<file path="src/rtl/seg7_pkg.sv">
// Shared types and cathode patterns for the seven-segment scan controller.
// Cathode patterns are active-low, ordered {g,f,e,d,c,b,a}.
package seg7_pkg;

    typedef enum logic [1:0] {
        ST_IDLE  = 2'd0,
        ST_BLANK = 2'd1,
        ST_SHOW  = 2'd2
    } scan_state_t;

    localparam logic [6:0] SEG_OFF = 7'h7F;

    localparam logic [6:0] SEG_0 = 7'b1000000;
    localparam logic [6:0] SEG_1 = 7'b1111001;
    localparam logic [6:0] SEG_2 = 7'b0100100;
    localparam logic [6:0] SEG_3 = 7'b0110000;
    localparam logic [6:0] SEG_4 = 7'b0011001;
    localparam logic [6:0] SEG_5 = 7'b0010010;
    localparam logic [6:0] SEG_6 = 7'b0000010;
    localparam logic [6:0] SEG_7 = 7'b1111000;
    localparam logic [6:0] SEG_8 = 7'b0000000;
    localparam logic [6:0] SEG_9 = 7'b0010000;
    localparam logic [6:0] SEG_A = 7'b0001000;
    localparam logic [6:0] SEG_B = 7'b0000011;
    localparam logic [6:0] SEG_C = 7'b1000110;
    localparam logic [6:0] SEG_D = 7'b0100001;
    localparam logic [6:0] SEG_E = 7'b0000110;
    localparam logic [6:0] SEG_F = 7'b0001110;

endpackage

</file>
<file path="src/rtl/hex_to_seg7.sv">
// Combinational hex nibble to active-low seven-segment cathode decode.
module hex_to_seg7
    import seg7_pkg::*;
(
    input  logic [3:0] i_nibble,
    output logic [6:0] o_seg
);

    always_comb begin
        o_seg = SEG_OFF;
        case (i_nibble)
            4'h0: o_seg = SEG_0;
            4'h1: o_seg = SEG_1;
            4'h2: o_seg = SEG_2;
            4'h3: o_seg = SEG_3;
            4'h4: o_seg = SEG_4;
            4'h5: o_seg = SEG_5;
            4'h6: o_seg = SEG_6;
            4'h7: o_seg = SEG_7;
            4'h8: o_seg = SEG_8;
            4'h9: o_seg = SEG_9;
            4'hA: o_seg = SEG_A;
            4'hB: o_seg = SEG_B;
            4'hC: o_seg = SEG_C;
            4'hD: o_seg = SEG_D;
            4'hE: o_seg = SEG_E;
            4'hF: o_seg = SEG_F;
            default: o_seg = SEG_OFF;
        endcase
    end

endmodule

</file>
<file path="src/rtl/seg7_scan_ctrl.sv">
// Eight-digit multiplexed seven-segment scanner stepped by rising edges of led_clk,
// with an all-dark gap at each digit change and per-frame latching of display data.
module seg7_scan_ctrl
    import seg7_pkg::*;
#(
    parameter int NUM_DIGITS   = 8,
    parameter int BLANK_CYCLES = 100
) (
    input  logic        clk_in,
    input  logic        reset,
    input  logic        led_clk,
    input  logic [31:0] data,
    input  logic [7:0]  dp,
    input  logic [7:0]  blank,
    output logic [7:0]  an,
    output logic [6:0]  seg,
    output logic        dp_n,
    output logic        frame_start
);

    localparam int              CNT_W    = 18;
    localparam logic [CNT_W-1:0] CNT_LOAD = CNT_W'(BLANK_CYCLES - 1);
    localparam logic [2:0]      LAST_IDX = 3'(NUM_DIGITS - 1);

    logic              r_sync_p0;
    logic              r_sync_p1;
    logic              r_prev;
    logic [2:0]        r_arm;
    logic              w_tick;

    scan_state_t       r_state;
    scan_state_t       w_state_nxt;
    logic [2:0]        r_idx;
    logic [2:0]        w_idx_nxt;
    logic [2:0]        w_idx_step;
    logic [CNT_W-1:0]  r_cnt;
    logic [CNT_W-1:0]  w_cnt_nxt;
    logic              w_load;
    logic              r_load_p;

    logic [31:0]       r_sh_data;
    logic [7:0]        r_sh_dp;
    logic [7:0]        r_sh_blank;

    logic [3:0]        w_nibble;
    logic [6:0]        w_seg_dec;
    logic              w_show;

    logic [7:0]        r_an;
    logic [6:0]        r_seg;
    logic              r_dp_n;
    logic              r_frame_start;

    // Edge detection; r_arm holds off ticks until the synchroniser and prev flop
    // carry real samples, so a led_clk already high at release is not an edge.
    always_ff @(posedge clk_in or negedge reset) begin
        if (!reset) begin
            r_sync_p0 <= 1'b0;
            r_sync_p1 <= 1'b0;
            r_prev    <= 1'b0;
            r_arm     <= 3'b000;
        end else begin
            r_sync_p0 <= led_clk;
            r_sync_p1 <= r_sync_p0;
            r_prev    <= r_sync_p1;
            r_arm     <= {r_arm[1:0], 1'b1};
        end
    end

    assign w_tick     = r_sync_p1 & ~r_prev & r_arm[2];
    assign w_idx_step = (r_idx == LAST_IDX) ? 3'd0 : r_idx + 3'd1;

    always_comb begin
        w_state_nxt = r_state;
        w_idx_nxt   = r_idx;
        w_cnt_nxt   = r_cnt;
        w_load      = 1'b0;
        case (r_state)
            ST_IDLE: begin
                if (w_tick) begin
                    w_idx_nxt   = 3'd0;
                    w_load      = 1'b1;
                    w_cnt_nxt   = CNT_LOAD;
                    w_state_nxt = ST_BLANK;
                end
            end
            ST_BLANK: begin
                if (r_cnt == '0) begin
                    w_state_nxt = ST_SHOW;
                end else begin
                    w_cnt_nxt = r_cnt - CNT_W'(1);
                end
            end
            ST_SHOW: begin
                if (w_tick) begin
                    w_idx_nxt   = w_idx_step;
                    w_load      = (w_idx_step == 3'd0);
                    w_cnt_nxt   = CNT_LOAD;
                    w_state_nxt = ST_BLANK;
                end
            end
            default: begin
                w_state_nxt = ST_IDLE;
            end
        endcase
    end

    always_ff @(posedge clk_in or negedge reset) begin
        if (!reset) begin
            r_state    <= ST_IDLE;
            r_idx      <= 3'd0;
            r_cnt      <= '0;
            r_load_p   <= 1'b0;
            r_sh_data  <= 32'h0;
            r_sh_dp    <= 8'h0;
            r_sh_blank <= 8'h0;
        end else begin
            r_state  <= w_state_nxt;
            r_idx    <= w_idx_nxt;
            r_cnt    <= w_cnt_nxt;
            r_load_p <= w_load;
            if (w_load) begin
                r_sh_data  <= data;
                r_sh_dp    <= dp;
                r_sh_blank <= blank;
            end
        end
    end

    assign w_nibble = r_sh_data[{r_idx, 2'b00} +: 4];

    hex_to_seg7 u_hex_to_seg7 (
        .i_nibble (w_nibble),
        .o_seg    (w_seg_dec)
    );

    // Blanked digits go fully dark, cathodes included.
    assign w_show = (r_state == ST_SHOW) && !r_sh_blank[r_idx];

    always_ff @(posedge clk_in or negedge reset) begin
        if (!reset) begin
            r_an          <= 8'hFF;
            r_seg         <= SEG_OFF;
            r_dp_n        <= 1'b1;
            r_frame_start <= 1'b0;
        end else begin
            r_an          <= w_show ? ~(8'h01 << r_idx) : 8'hFF;
            r_seg         <= w_show ? w_seg_dec : SEG_OFF;
            r_dp_n        <= w_show ? ~r_sh_dp[r_idx] : 1'b1;
            r_frame_start <= r_load_p;
        end
    end

    assign an          = r_an;
    assign seg         = r_seg;
    assign dp_n        = r_dp_n;
    assign frame_start = r_frame_start;

endmodule

</file>
<file path="config.mk">
export PLATFORM = sky130hd
export DESIGN_NAME = seg7_scan_ctrl
export DESIGN_NICKNAME = d
export VERILOG_FILES = /design/src/rtl/seg7_pkg.sv /design/src/rtl/hex_to_seg7.sv /design/src/rtl/seg7_scan_ctrl.sv
export SDC_FILE = /design/constraint.sdc
export NUM_CORES = 1
export LEC_CHECK = 0
export ABC_AREA = 1
export BUFFER_PORTS_ARGS = -buffer_cell sky130_fd_sc_hd__buf_2
export CORE_MARGIN = 5
export CORE_UTILIZATION = 55
export DETAILED_ROUTE_END_ITERATION = 8
export PLACE_DENSITY = 0.84
export SETUP_SLACK_MARGIN = 0.2
export SYNTH_ARGS = -nofsm -noshare
export SYNTH_HDL_FRONTEND = slang
export SYNTH_SLANG_ARGS = --single-unit
export TNS_END_PERCENT = 20
</file>
<file path="constraint.sdc">
create_clock -name clk_in -period 5 [get_ports clk_in]
set_clock_uncertainty 0.05 [all_clocks]
set_input_delay 1 -clock clk_in [delete_from_list [all_inputs] [get_ports clk_in]]
set_output_delay 1 -clock clk_in [all_outputs]
set_load 0.01 [all_outputs]
</file>
# After elaboration in Yosys (flattened, before gate mapping)
# Memories as Yosys holds them, arrays and structs flattened.
# Cells that the tools add are included.
dict set report op_classes {
  muxes 20
  bitwise_logic 5
  add_sub_neg 2
  order_cmp 1
  shifts 2
  n_reduce_logical 11
  eq_ne 8
}
# cell n
set op_table {}
lappend op_table {{18-bit two-way mux} 2}
lappend op_table {{18-bit one-hot mux with 2 select lines} 1}
lappend op_table {{32-bit by 6-bit indexed part select with 4-bit output} 1}
lappend op_table {{18-bit logical NOT} 1}
lappend op_table {{18-bit by 1-bit subtractor with 18-bit output (second input constant)} 1}
lappend op_table {{3-bit two-way mux} 3}
lappend op_table {{8-bit two-way mux} 1}
lappend op_table {{2-bit != test (second input constant)} 4}
lappend op_table {{8-bit inverter} 1}
lappend op_table {{1-bit by 3-bit left shift with 8-bit output (first input constant)} 1}
lappend op_table {{7-bit two-way mux} 1}
lappend op_table {{1-bit binary-select mux with 3-bit select} 2}
lappend op_table {{3-bit one-hot mux with 2 select lines} 1}
lappend op_table {{3-bit AND reduction} 2}
lappend op_table {{1-bit two-way mux} 5}
lappend op_table {{3-bit by 4-bit < comparator with 1-bit output (second input constant)} 1}
lappend op_table {{2-bit two-way mux} 2}
lappend op_table {{2-bit one-hot mux with 2 select lines} 1}
lappend op_table {{2-bit nonzero test} 2}
lappend op_table {{3-bit by 1-bit adder with 3-bit output (second input constant)} 1}
lappend op_table {{3-bit equality test (second input constant)} 1}
lappend op_table {{3-bit logical NOT} 1}
lappend op_table {{1-bit bitwise AND} 2}
lappend op_table {{2-bit by 1-bit equality test with 1-bit output (second input constant)} 1}
lappend op_table {{other kinds (9)} 10}
dict set report word_totals {
  memories 1
  out_inout_bits 17
  regBits 95
  romBits 112
  wordCells 65
}
# memory depth width read_ports rd_clocked_by_memory_dff write_ports line_no
set mem_list {}
lappend mem_list {{(name not given)} 16 7 1 0 0 hex_to_seg7.sv:11} ;# case (i_nibble)

# Longest topological paths before layout
# Gate-level depths: netlist of the first run.
dict set report depth {
  depth_word 5
  mapped_depth 12
  ltp_nobuf 11
}

# Modules after synthesis
# From an unflattened synthesis of the first run, not the netlist that was laid out.
dict set report hier_totals {
  hier_cells 610
  hier_area_um2 4792.1
}
# module area_per_inst_um2 seq_area_each_um2 cells_each n_inst
set by_module_without_submodules {}
lappend by_module_without_submodules {seg7_scan_ctrl 4518.1 2397.3 561 1}
lappend by_module_without_submodules {hex_to_seg7 274.0 0.0 49 1}

# Least setup slack after synthesis of the first run
# Ideal clock, no wire load.
dict set report synth_timing {
  kind {register to register}
  startpoint {register r_idx[0]}
  endpoint {register r_seg[3] (netlist: seg[3])}
  stages_incl_launch_ff 13
  path_slack_ps 3147
  required_time_ps 4868
  setup_ps 82
  period_less_slack_ps 1853
  arrival_ps 1721
  cell_sequence {dfrtp_1 -> inv_2 -> buf_2 -> nand2_1 -> nand3_1 -> nand2_1 -> o21ai_1 -> inv_1 -> ha_1 -> nand3_1 -> nand2_1 -> nand2_1 -> nand3_1}
}
dict set report synth_between {
  elab_chain_cells 5
  word_cells_on_any_way 7
  cone_classes {1 x shift; 3 x mux; 2 x reduce/logical; 1 x memory}
}
# element line_no
set synth_rtl {}
lappend synth_rtl {{start: declaration} seg7_scan_ctrl.sv:33} ;# logic [2:0] r_idx;
lappend synth_rtl {{start signal: assignment} seg7_scan_ctrl.sv:119} ;# r_idx <= w_idx_nxt;
lappend synth_rtl {{branches (longest 4 deep; another with memory read 16 x 7 bit)} -}
lappend synth_rtl {{7-bit two-way mux (*)} seg7_scan_ctrl.sv:148} ;# r_seg <= w_show ? w_seg_dec : SEG_OFF;
lappend synth_rtl {{end signal: assignment} seg7_scan_ctrl.sv:148}
lappend synth_rtl {{end: declaration} seg7_scan_ctrl.sv:50} ;# logic [6:0] r_seg;
# Every way passes the cells marked *. The select of a mux whose other input is x is not followed.
# A chain may end at the register's enable or synchronous reset.

# Worst setup path after layout of the first run
dict set report layout_timing {
  startpoint {register r_idx[1]}
  endpoint {register r_sh_data[14]}
}
dict set report layout_between {
  elab_chain_cells 5
  word_cells_on_any_way 6
  cone_classes {1 x add/sub; 1 x eq/ne; 3 x mux; 1 x reduce/logical}
}
# element line_no
set layout_rtl {}
lappend layout_rtl {{3-bit by 1-bit adder with 3-bit output or 3-bit equality test (tied branches)} seg7_scan_ctrl.sv:71} ;# assign w_idx_step = (r_idx == LAST_IDX) ? 3'd0 : r_idx + 3'd1;
lappend layout_rtl {{3-bit two-way mux (*)} seg7_scan_ctrl.sv:71}
lappend layout_rtl {{3-bit logical NOT (*)} seg7_scan_ctrl.sv:97} ;# w_load = (w_idx_step == 3'd0);
lappend layout_rtl {{1-bit two-way mux (*)} seg7_scan_ctrl.sv:95} ;# if (w_tick) begin
lappend layout_rtl {{1-bit one-hot mux with 2 select lines (*)} seg7_scan_ctrl.sv:78} ;# case (r_state)
lappend layout_rtl {{end signal: assignment} seg7_scan_ctrl.sv:123} ;# r_sh_data <= data;
lappend layout_rtl {{end: declaration} seg7_scan_ctrl.sv:41} ;# logic [31:0] r_sh_data;
# Mark *: on every way between the ends. The rest lies on a longest branch, timed or not.

==> impl_metrics.env, run 1 <==
export IMPL_status="completed"
export IMPL_post_drt_wl_per_cell_um=13.6
export IMPL_switching_share=0.417
export IMPL_hold_class="register to register"
export IMPL_slew_headroom=0.280
export IMPL_synth_fa_ha_area_frac=0.0366
export IMPL_grt_pass1_vias=3809
export IMPL_gp_congestion=1.00
export IMPL_n_fill_cell=732
export IMPL_syn_nets=659
export IMPL_worst_setup_path_end_kind="register"
export IMPL_maxCapViolCount=0
export IMPL_hold_ws_ns=0.304
export IMPL_yosys_top_cells_area="dfrtp_1 41%, nand2_1 16%, dfstp_2 8.8%, nand3_1 7.1%, inv_1 4.5%"
export IMPL_htreeDepth=3
export IMPL_startpoint_type="register"
export IMPL_p_seq_frac=0.403
export IMPL_initialDrtViolationCount=247
export IMPL_drive_gt1_frac=0.201
export IMPL_clockBufferDepth=2
export IMPL_synth_top_family_by_area="simple AND/OR/NAND/NOR gates"
export IMPL_diodes=0
export IMPL_grt_pass1_wl_mm=17.5
export IMPL_cts_hold_buffers=0
export IMPL_syn2layout_area_growth_pct=11.9
export IMPL_die_h_um=103
export IMPL_p_per_area_mw_per_mm2=552
export IMPL_tns_ns=0
export IMPL_p_sw_uw=1230
export IMPL_synth_distinct_cells=32
export IMPL_comb_power_share=0.399
export IMPL_hold_violations=0
export IMPL_synth_cells=594
export IMPL_top_layer="met4"
export IMPL_firstDrtPassIters=6
export IMPL_vias=4006
export IMPL_ant_nets=0
export IMPL_path_clk_slew_ns=0.10
export IMPL_tightestPinTransition_ns=1.08
export IMPL_wl_met3_um=596
export IMPL_grt_max_degree=81
export IMPL_overflow=0
export IMPL_peakVddDrop_mv=0.260
export IMPL_cts_tree="yes"
export IMPL_power_leakage_uw=0.00272
export IMPL_setup_violations=0
export IMPL_wl_met1_mm=4.60
export IMPL_synth_compound_area_share=0.0669
export IMPL_cts_root_buf="clkbuf_8"
export IMPL_drc=0
export IMPL_p_int_uw=1720
export IMPL_cts_made_buffers=9
export IMPL_crit_fanout=80
export IMPL_wl_met2_mm=4.88
export IMPL_die_width_um=103
export IMPL_period_needed_ns=2.86
export IMPL_synth_seq_area_share=0.501
export IMPL_ys_warn_count=0
export IMPL_cp_data_arrival_time_ns=3.10
export IMPL_slew_violations=0
export IMPL_synth_top_cell_by_area="dfrtp_1"
export IMPL_dp_cells=748
export IMPL_power_frac_clock=0.198
export IMPL_finalCoreUtilization=0.623
export IMPL_layout_nets=716
export IMPL_rsz0062_at_grt="false"
export IMPL_io_buffer_count=67
export IMPL_ios=68
export IMPL_syn_area_mm2=0.00479
export IMPL_ys_seq_elements=95
export IMPL_wl_mm=10.4
export IMPL_post_cts_buffers=0
export IMPL_clock_sinks=95
export IMPL_clkLatencyLatePin_ns=0.38
export IMPL_die_area_mm2=0.0107
export IMPL_fmax_mhz=349
export IMPL_rows=34
export IMPL_ctsResizeCount=0
export IMPL_start_util=0.557
export IMPL_period_share=0.573
export IMPL_track_usage=0.209
export IMPL_path_class="register to register"
export IMPL_antenna_found_initial=0
export IMPL_synth_top_area_frac=0.413
export IMPL_required_ns=5.24
export IMPL_placeableCoreArea_mm2=0.00859
export IMPL_synth_xor_area_frac=0.0146
export IMPL_synthMuxAreaShare=0
export IMPL_layout_cells_non_filler=764
export IMPL_yosys_area_share_simple=0.299
export IMPL_avgSynthCellArea_um2=8.06
export IMPL_dp_hpwl_mm=7.18
export IMPL_viasPerCell=5.24
placed cells by master (no fill, tap or decap), drive strengths merged, types with 2 or more instances in the layout:
cell type / instances
o31ai: 2
clkinv: 2
nand4: 2
inv: 64
a32o: 2
nand2: 214
xor2: 8
ha: 14
dfstp: 16
nand3: 72
clkbuf: 10
o21ai: 47
buf: 69
bufinv: 2
dfrtp: 79
nor2: 45
a21oi: 5
layer usage:
metal,vias to the layer above,GRT usage
met4,0,0.0936
met5,-,0
li1,1970,-
met1,1883,0.290
met2,129,0.329
met3,24,0.0302
power groups by stage:
stage / logic (uW) / registers, uW / clock network (uW)
floorplan: 978 / 1150 / 0
global placement: 1100 / 1190 / 0
global route: 1360 / 1220 / 614
CTS: 1180 / 1190 / 589
finish: 1180 / 1190 / 584
detailed placement: 1150 / 1200 / 0
cells in the mapped netlist:
cell type    n
clkbuf_1     2
clkbuf_2     2
o21ai_1      5
inv_1       57
xor2_1       8
o31ai_1      2
nor2_4       3
nand2_2      9
nor2_2       2
buf_8        1
nand3_1     68
buf_12       1
a32o_1       2
buf_6        1
clkinv_4     1
buf_1        1
nand3_2      4
a21oi_1      5
nand2_4      2
conb_1       1
dfrtp_1     79
o21ai_2      5
nor2_1      40
nand2_1    203
dfstp_2     16
o22ai_1      1
o21ai_0     37
nand4_1      2
buf_2       13
inv_2        5
buf_4        2
ha_1        14
state kept, by name (all words and copies together), names as in the netlist, 2 cells and up:
register,flops
r_arm,3
seg,7
r_sh_data,32
an,8
r_sh_dp,8
r_cnt,18
r_sh_blank,8
r_state,2
r_idx,3
worst max-delay path: stages (launching register included):
cell	delay, ns
dfrtp_1	0.59
ha_1	0.32
ha_1	0.30
nand2_1	0.06
nand2_1	0.07
nand2_2	0.21
inv_2	0.82
nand2_1	0.15
o21ai_0	0.13
layout make-up:
class                   instances  area, um2  area share
repair buffers                 69        353      0.0659
multi-input cells             413       2000       0.373
flip-flops and latches         95       2400       0.448
well taps                     108        135      0.0252
clock inverters                 6       90.1      0.0168
clock buffers                  10        138      0.0257
inverters                      63        241      0.0451
cells by family (layout without fill, tap and decap cells):
group	after synthesis	after routing
simple gates	333	333
flops	95	95
buf+inv	86	148
compound gates	57	57
fa+ha+maj	14	14
xor+xnor	8	8
other cells	1	1
stage by stage:
step	cell area, um2	worst slack, ns	total power (uW)
floorplan	4790	3.15	2130
global placement	5130	2.33	2290
detailed placement	5130	2.19	2360
CTS	5350	2.17	2960
global route	5350	1.85	3190
finish	5350	2.14	2960
worst paths after layout:
check | startpoint | endpoint | slack [ns] | cells past startpoint
max in group asynchronous | reset | r_cnt[17] | 3.28 | 2
min in group asynchronous | reset | r_sh_data[3] | 0.53 | 1
min reg2reg | r_arm[0] | r_arm[1] | 0.30 | 0
max | r_idx[1] | r_sh_data[14] | 2.14 | 8
min | r_arm[0] | r_arm[1] | 0.30 | 0
max reg2reg | r_idx[1] | r_sh_data[14] | 2.14 | 8
(Power assumes the default switching activity.)
==> inputs of run 2 (changes only) <==
==> constraint.sdc (replaced) <==
create_clock -name clk_in -period 2.8 [get_ports clk_in]
set_clock_uncertainty 0.05 [all_clocks]
set_input_delay 0.56 -clock clk_in [delete_from_list [all_inputs] [get_ports clk_in]]
set_output_delay 0.56 -clock clk_in [all_outputs]
set_load 0.01 [all_outputs]
==> impl_metrics.env, run 2 (synthesis results as in run 1) <==
export IMPL_period_share=0.823
export IMPL_worst_setup_path_end_kind="register"
export IMPL_p_int_uw=2920
export IMPL_rsz0062_at_grt="false"
export IMPL_start_util=0.557
export IMPL_die_area_mm2=0.0107
export IMPL_grt_max_degree=81
export IMPL_power_frac_clock=0.172
export IMPL_finalCoreUtilization=0.626
export IMPL_cp_data_arrival_time_ns=2.54
export IMPL_reg2reg_slack_ns=0.49
export IMPL_comb_power_share=0.408
export IMPL_tightestPinTransition_ns=0.606
export IMPL_switching_share=0.427
export IMPL_syn2layout_area_growth_pct=12.4
export IMPL_cts_made_buffers=9
export IMPL_ant_nets=0
export IMPL_ios=68
export IMPL_layout_commonest_cell="nand2_1"
export IMPL_path_clk_slew_ns=0.10
export IMPL_die_h_um=103
export IMPL_clockBufferDepth=2
export IMPL_grt_pass1_wl_mm=17.5
export IMPL_layout_nets=720
export IMPL_p_per_area_mw_per_mm2=949
export IMPL_rows=34
export IMPL_clkLatencyLatePin_ns=0.36
export IMPL_largest_register="r_sh_data"
export IMPL_hold_violations=0
export IMPL_viasPerCell=5.19
export IMPL_required_ns=3.03
export IMPL_tns_ns=0
export IMPL_cts_tree="yes"
export IMPL_p_sw_uw=2180
export IMPL_track_usage=0.208
export IMPL_hold_class="input pin to asynchronous set/reset pin"
export IMPL_antenna_found_initial=0
export IMPL_vias=3983
export IMPL_n_fill_cell=741
export IMPL_path_class="register to register"
export IMPL_die_width_um=103
export IMPL_status="completed"
export IMPL_maxCapViolCount=0
export IMPL_crit_fanout=21
export IMPL_peakVddDrop_mv=0.514
export IMPL_cts_hold_buffers=0
export IMPL_final_cell_mix="203 x nand2_1, 79 x dfrtp_1, 68 x nand3_1"
export IMPL_initialDrtViolationCount=306
export IMPL_dp_hpwl_mm=7.14
export IMPL_slew_violations=0
export IMPL_slew_headroom=0.596
export IMPL_overflow=0
export IMPL_period_needed_ns=2.31
export IMPL_io_buffer_count=67
export IMPL_gp_congestion=0.880
export IMPL_largestRegisters="r_sh_data x32, r_cnt x18"
export IMPL_fmax_mhz=434
export IMPL_power_leakage_uw=0.00273
export IMPL_p_seq_frac=0.420
export IMPL_drc=0
export IMPL_grt_pass1_vias=3850
export IMPL_worstRegToRegCells=11
export IMPL_drive_gt1_frac=0.206
export IMPL_placeableCoreArea_mm2=0.00859
export IMPL_clock_sinks=95
export IMPL_startpoint_type="register"
export IMPL_wl_mm=10.2
export IMPL_post_drt_wl_per_cell_um=13.3
export IMPL_diodes=0
export IMPL_htreeDepth=3
export IMPL_setup_violations=0
export IMPL_largest_reg_flops=32
export IMPL_cts_root_buf="clkbuf_8"
export IMPL_firstDrtPassIters=7
==> run 2: cell types whose count changed in the layout (fill, tap and decap cells not counted), moves of 2 or more <==
cell	delta
buf_12	+2
buf_4	+2
bufinv_16	-2
clkinv_4	+4
inv_6	-2
==> run 2: power groups by stage <==
stage          logic, uW  registers (uW)  clock network (uW)
2_1_floorplan       1750            2050                   0
3_3_place_gp        1960            2140                   0
3_5_place_dp        2040            2160                   0
4_1_cts             2070            2140                 893
5_1_grt             2400            2200                 958
6_report            2080            2140                 877
==> run 2: layout make-up <==
cell class / instances / area, um2 / area share
sequential: 95 / 2400 / 0.446
multi-input combinational: 413 / 2000 / 0.372
timing repair buffer: 73 / 408 / 0.0758
inverter: 63 / 244 / 0.0454
clock buffer: 11 / 151 / 0.0282
tap: 108 / 135 / 0.0251
clock inverter: 5 / 42.5 / 0.00791
==> run 2: what timing repair did <==
action | CTS | global route
endpoints found under the setup margin | 0 | 1
setup buffers | 0 | 0
gates resized for setup | 0 | 2
==> run 2: path summary, 6_finish.rpt <==
kind	start	end
max reg2reg	r_idx[0]	seg[3]
max in group asynchronous	reset	an[3]
max	r_idx[0]	seg[3]
min	reset	r_sh_blank[6]
min in group clk_in	led_clk	r_sync_p0
min reg2reg	r_sync_p0	r_sync_p1
==> run 2: metrics by stage <==
step | std cells | setup WS, ns | hold slack [ns] | area [um2] | total power [uW]
after CTS | 768 | 0.409 | 0.156 | 5380 | 5100
after global placement | 752 | 0.663 | 0.282 | 5180 | 4100
after detailed placement | 752 | 0.457 | 0.286 | 5180 | 4200
after floorplan | 594 | 0.947 | 0.214 | 4790 | 3800
after global routing | 768 | 0.255 | 0.160 | 5380 | 5560
final | 768 | 0.494 | 0.127 | 5380 | 5100
==> run 2: routing by layer <==
layer / track usage / vias up / wire length (um)
met4: 0.0717 / 0 / 187
met1: 0.282 / 1834 / 4520
met3: 0.0443 / 24 / 674
met2: 0.336 / 146 / 4860
met5: 0 / - / 0
li1: - / 1979 / -
==> run 2: worst max-delay path: stages (launching register included) <==
cell	delay [ns]
dfrtp_1	0.56
inv_4	0.26
nand2_1	0.10
nand3_1	0.10
nand2_1	0.06
o21ai_1	0.36
inv_1	0.16
ha_1	0.25
nand3_1	0.13
nand2_1	0.08
nand2_1	0.06
nand3_1	0.07
==> inputs of run 3 (changes only) <==
--- a/config.mk
+++ b/config.mk
@@ -8,9 +8,9 @@
 export ABC_AREA = 1
 export BUFFER_PORTS_ARGS = -buffer_cell sky130_fd_sc_hd__buf_2
 export CORE_MARGIN = 5
-export CORE_UTILIZATION = 55
+export CORE_UTILIZATION = 52
 export DETAILED_ROUTE_END_ITERATION = 8
-export PLACE_DENSITY = 0.84
+export PLACE_DENSITY = 0.83
 export SETUP_SLACK_MARGIN = 0.2
 export SYNTH_ARGS = -nofsm -noshare
 export SYNTH_HDL_FRONTEND = slang
==> constraint.sdc (replaced) <==
create_clock -name clk_in -period 1.95 [get_ports clk_in]
set_clock_uncertainty 0.05 [all_clocks]
set_input_delay 0.39 -clock clk_in [delete_from_list [all_inputs] [get_ports clk_in]]
set_output_delay 0.39 -clock clk_in [all_outputs]
set_load 0.01 [all_outputs]
==> impl_metrics.env, run 3 (synthesis results as in run 1) <==
export IMPL_ios=68
export IMPL_reg2reg_slack_ns=0.05
export IMPL_reg2reg_to="seg[1]"
export IMPL_antenna_found_initial=0
export IMPL_clkLatencyLatePin_ns=0.37
export IMPL_wl_mm=12.2
export IMPL_dp_hpwl_mm=7.73
export IMPL_layout_nets=753
export IMPL_p_per_area_mw_per_mm2=1400
export IMPL_diodes=0
export IMPL_drive_gt1_frac=0.286
export IMPL_htreeDepth=3
export IMPL_initialDrtViolationCount=325
export IMPL_die_width_um=106
export IMPL_path_class="register to register"
export IMPL_post_drt_wl_per_cell_um=15.2
export IMPL_worst_setup_path_end_kind="register"
export IMPL_gp_congestion=0.890
export IMPL_required_ns=2.21
export IMPL_final_cell_mix="197 x nand2_1, 78 x dfrtp_1, 66 x buf_2"
export IMPL_slew_violations=0
export IMPL_path_clk_slew_ns=0.10
export IMPL_clockBufferDepth=2
export IMPL_peakVddDrop_mv=0.643
export IMPL_placeableCoreArea_mm2=0.00911
export IMPL_finalCoreUtilization=0.649
export IMPL_rsz0062_at_grt="true"
export IMPL_viasPerCell=5.41
export IMPL_hold_violations=0
export IMPL_cp_data_arrival_time_ns=2.15
export IMPL_min_to="r_sync_p0"
export IMPL_worstRegToRegCells=11
export IMPL_grt_pass1_wl_mm=18.8
export IMPL_grt_pass1_vias=4165
export IMPL_period_needed_ns=1.90
export IMPL_startpoint_type="register"
export IMPL_layout_commonest_cell="nand2_1"
export IMPL_clock_sinks=95
export IMPL_hold_depth=1
export IMPL_die_h_um=106
export IMPL_syn2layout_area_growth_pct=23.5
export IMPL_die_area_mm2=0.0112
export IMPL_ff_latch_area_mm2=0.00240
export IMPL_rows=35
export IMPL_placed_cell_area_mm2=0.00528
export IMPL_rr_startpoint="r_idx[0]"
export IMPL_status="completed"
export IMPL_drc=0
export IMPL_largest_register="r_sh_data"
export IMPL_maxCapViolCount=0
export IMPL_io_buffer_count=67
export IMPL_largestRegisters="r_sh_data x32, r_cnt x18"
export IMPL_power_leakage_uw=0.00297
export IMPL_cts_tree="yes"
export IMPL_largest_reg_flops=32
export IMPL_fmax_mhz=527
export IMPL_cts_made_buffers=9
export IMPL_start_util=0.525
export IMPL_setup_violations=0
export IMPL_overflow=0
export IMPL_hold_class="input pin to register"
export IMPL_vias=4351
export IMPL_design_area_mm2=0.00591
export IMPL_holdCritStartpoint="led_clk"
export IMPL_track_usage=0.204
export IMPL_n_fill_cell=681
export IMPL_cts_root_buf="clkbuf_8"
export IMPL_grt_max_degree=52
export IMPL_ant_nets=0
export IMPL_multi_input_area_mm2=0.00216
export IMPL_crit_fanout=10
export IMPL_period_share=0.972
export IMPL_firstDrtPassIters=5
-- run 3: critical path, cell delays in order, from the launching register on --
cell	delay, ns
dfrtp_2	0.50
clkinv_4	0.14
nand2_1	0.13
nand3_2	0.10
nand2_2	0.10
o21ai_4	0.08
buf_6	0.13
ha_4	0.27
nand3_4	0.08
nor2_2	0.12
nor2_1	0.06
nand2_1	0.08
-- run 3: worst max-delay path by stage --
stage	startpoint	end	slack (ns)
after floorplan	r_idx[0]	seg[3]	0.20
after global placement	r_idx[0]	seg[3]	0.15
after detailed placement	r_idx[0]	seg[3]	0.03
after CTS	r_idx[0]	r_sh_data[12]	0.12
after global routing	r_idx[0]	seg[0]	-0.05
final	r_idx[0]	seg[1]	0.05
-- run 3: cell type report --
type	count	area share
timing repair inverter	1	0.000847
inverter	63	0.0438
clock inverter	7	0.0131
sequential	95	0.406
clock buffer	9	0.0210
multi-input combinational	413	0.365
timing repair buffer	105	0.127
tap	111	0.0235
-- run 3: timing repair --
item,4_1_cts,5_1_grt
buffers inserted,9,8
cloned,0,4
gates resized for setup,10,53
hold buffers,1,0
endpoints found under the setup margin,31,77
endpoints found under the hold margin,30,0
pin swaps,2,11
-- run 3: metrics by stage --
step	setup TNS [ns]	worst slack (ns)	hold slack [ns]	total power (uW)	std cells
floorplan	0	0.200	0.0444	5460	594
global placement	0	0.154	0.283	6010	766
detailed placement	0	0.0347	0.289	6170	766
CTS	0	0.125	0.0691	7680	792
global route	-0.0980	-0.0477	0.0754	8930	804
finish	0	0.0539	0.0781	8280	804
-- run 3: routing by layer --
metal,vias up,track usage,part of all wire
li1,2052,-,-
met5,-,0,0
met1,2057,0.266,0.41
met4,0,0.0731,0.029
met3,38,0.0425,0.075
met2,204,0.339,0.49
-- run 3: report_power, final --
| part | internal, uW | switching, uW |
|---|---|---|
| registers | 2640 | 412 |
| logic | 1470 | 2400 |
| clock network | 609 | 739 |
| total | 4730 | 3550 |
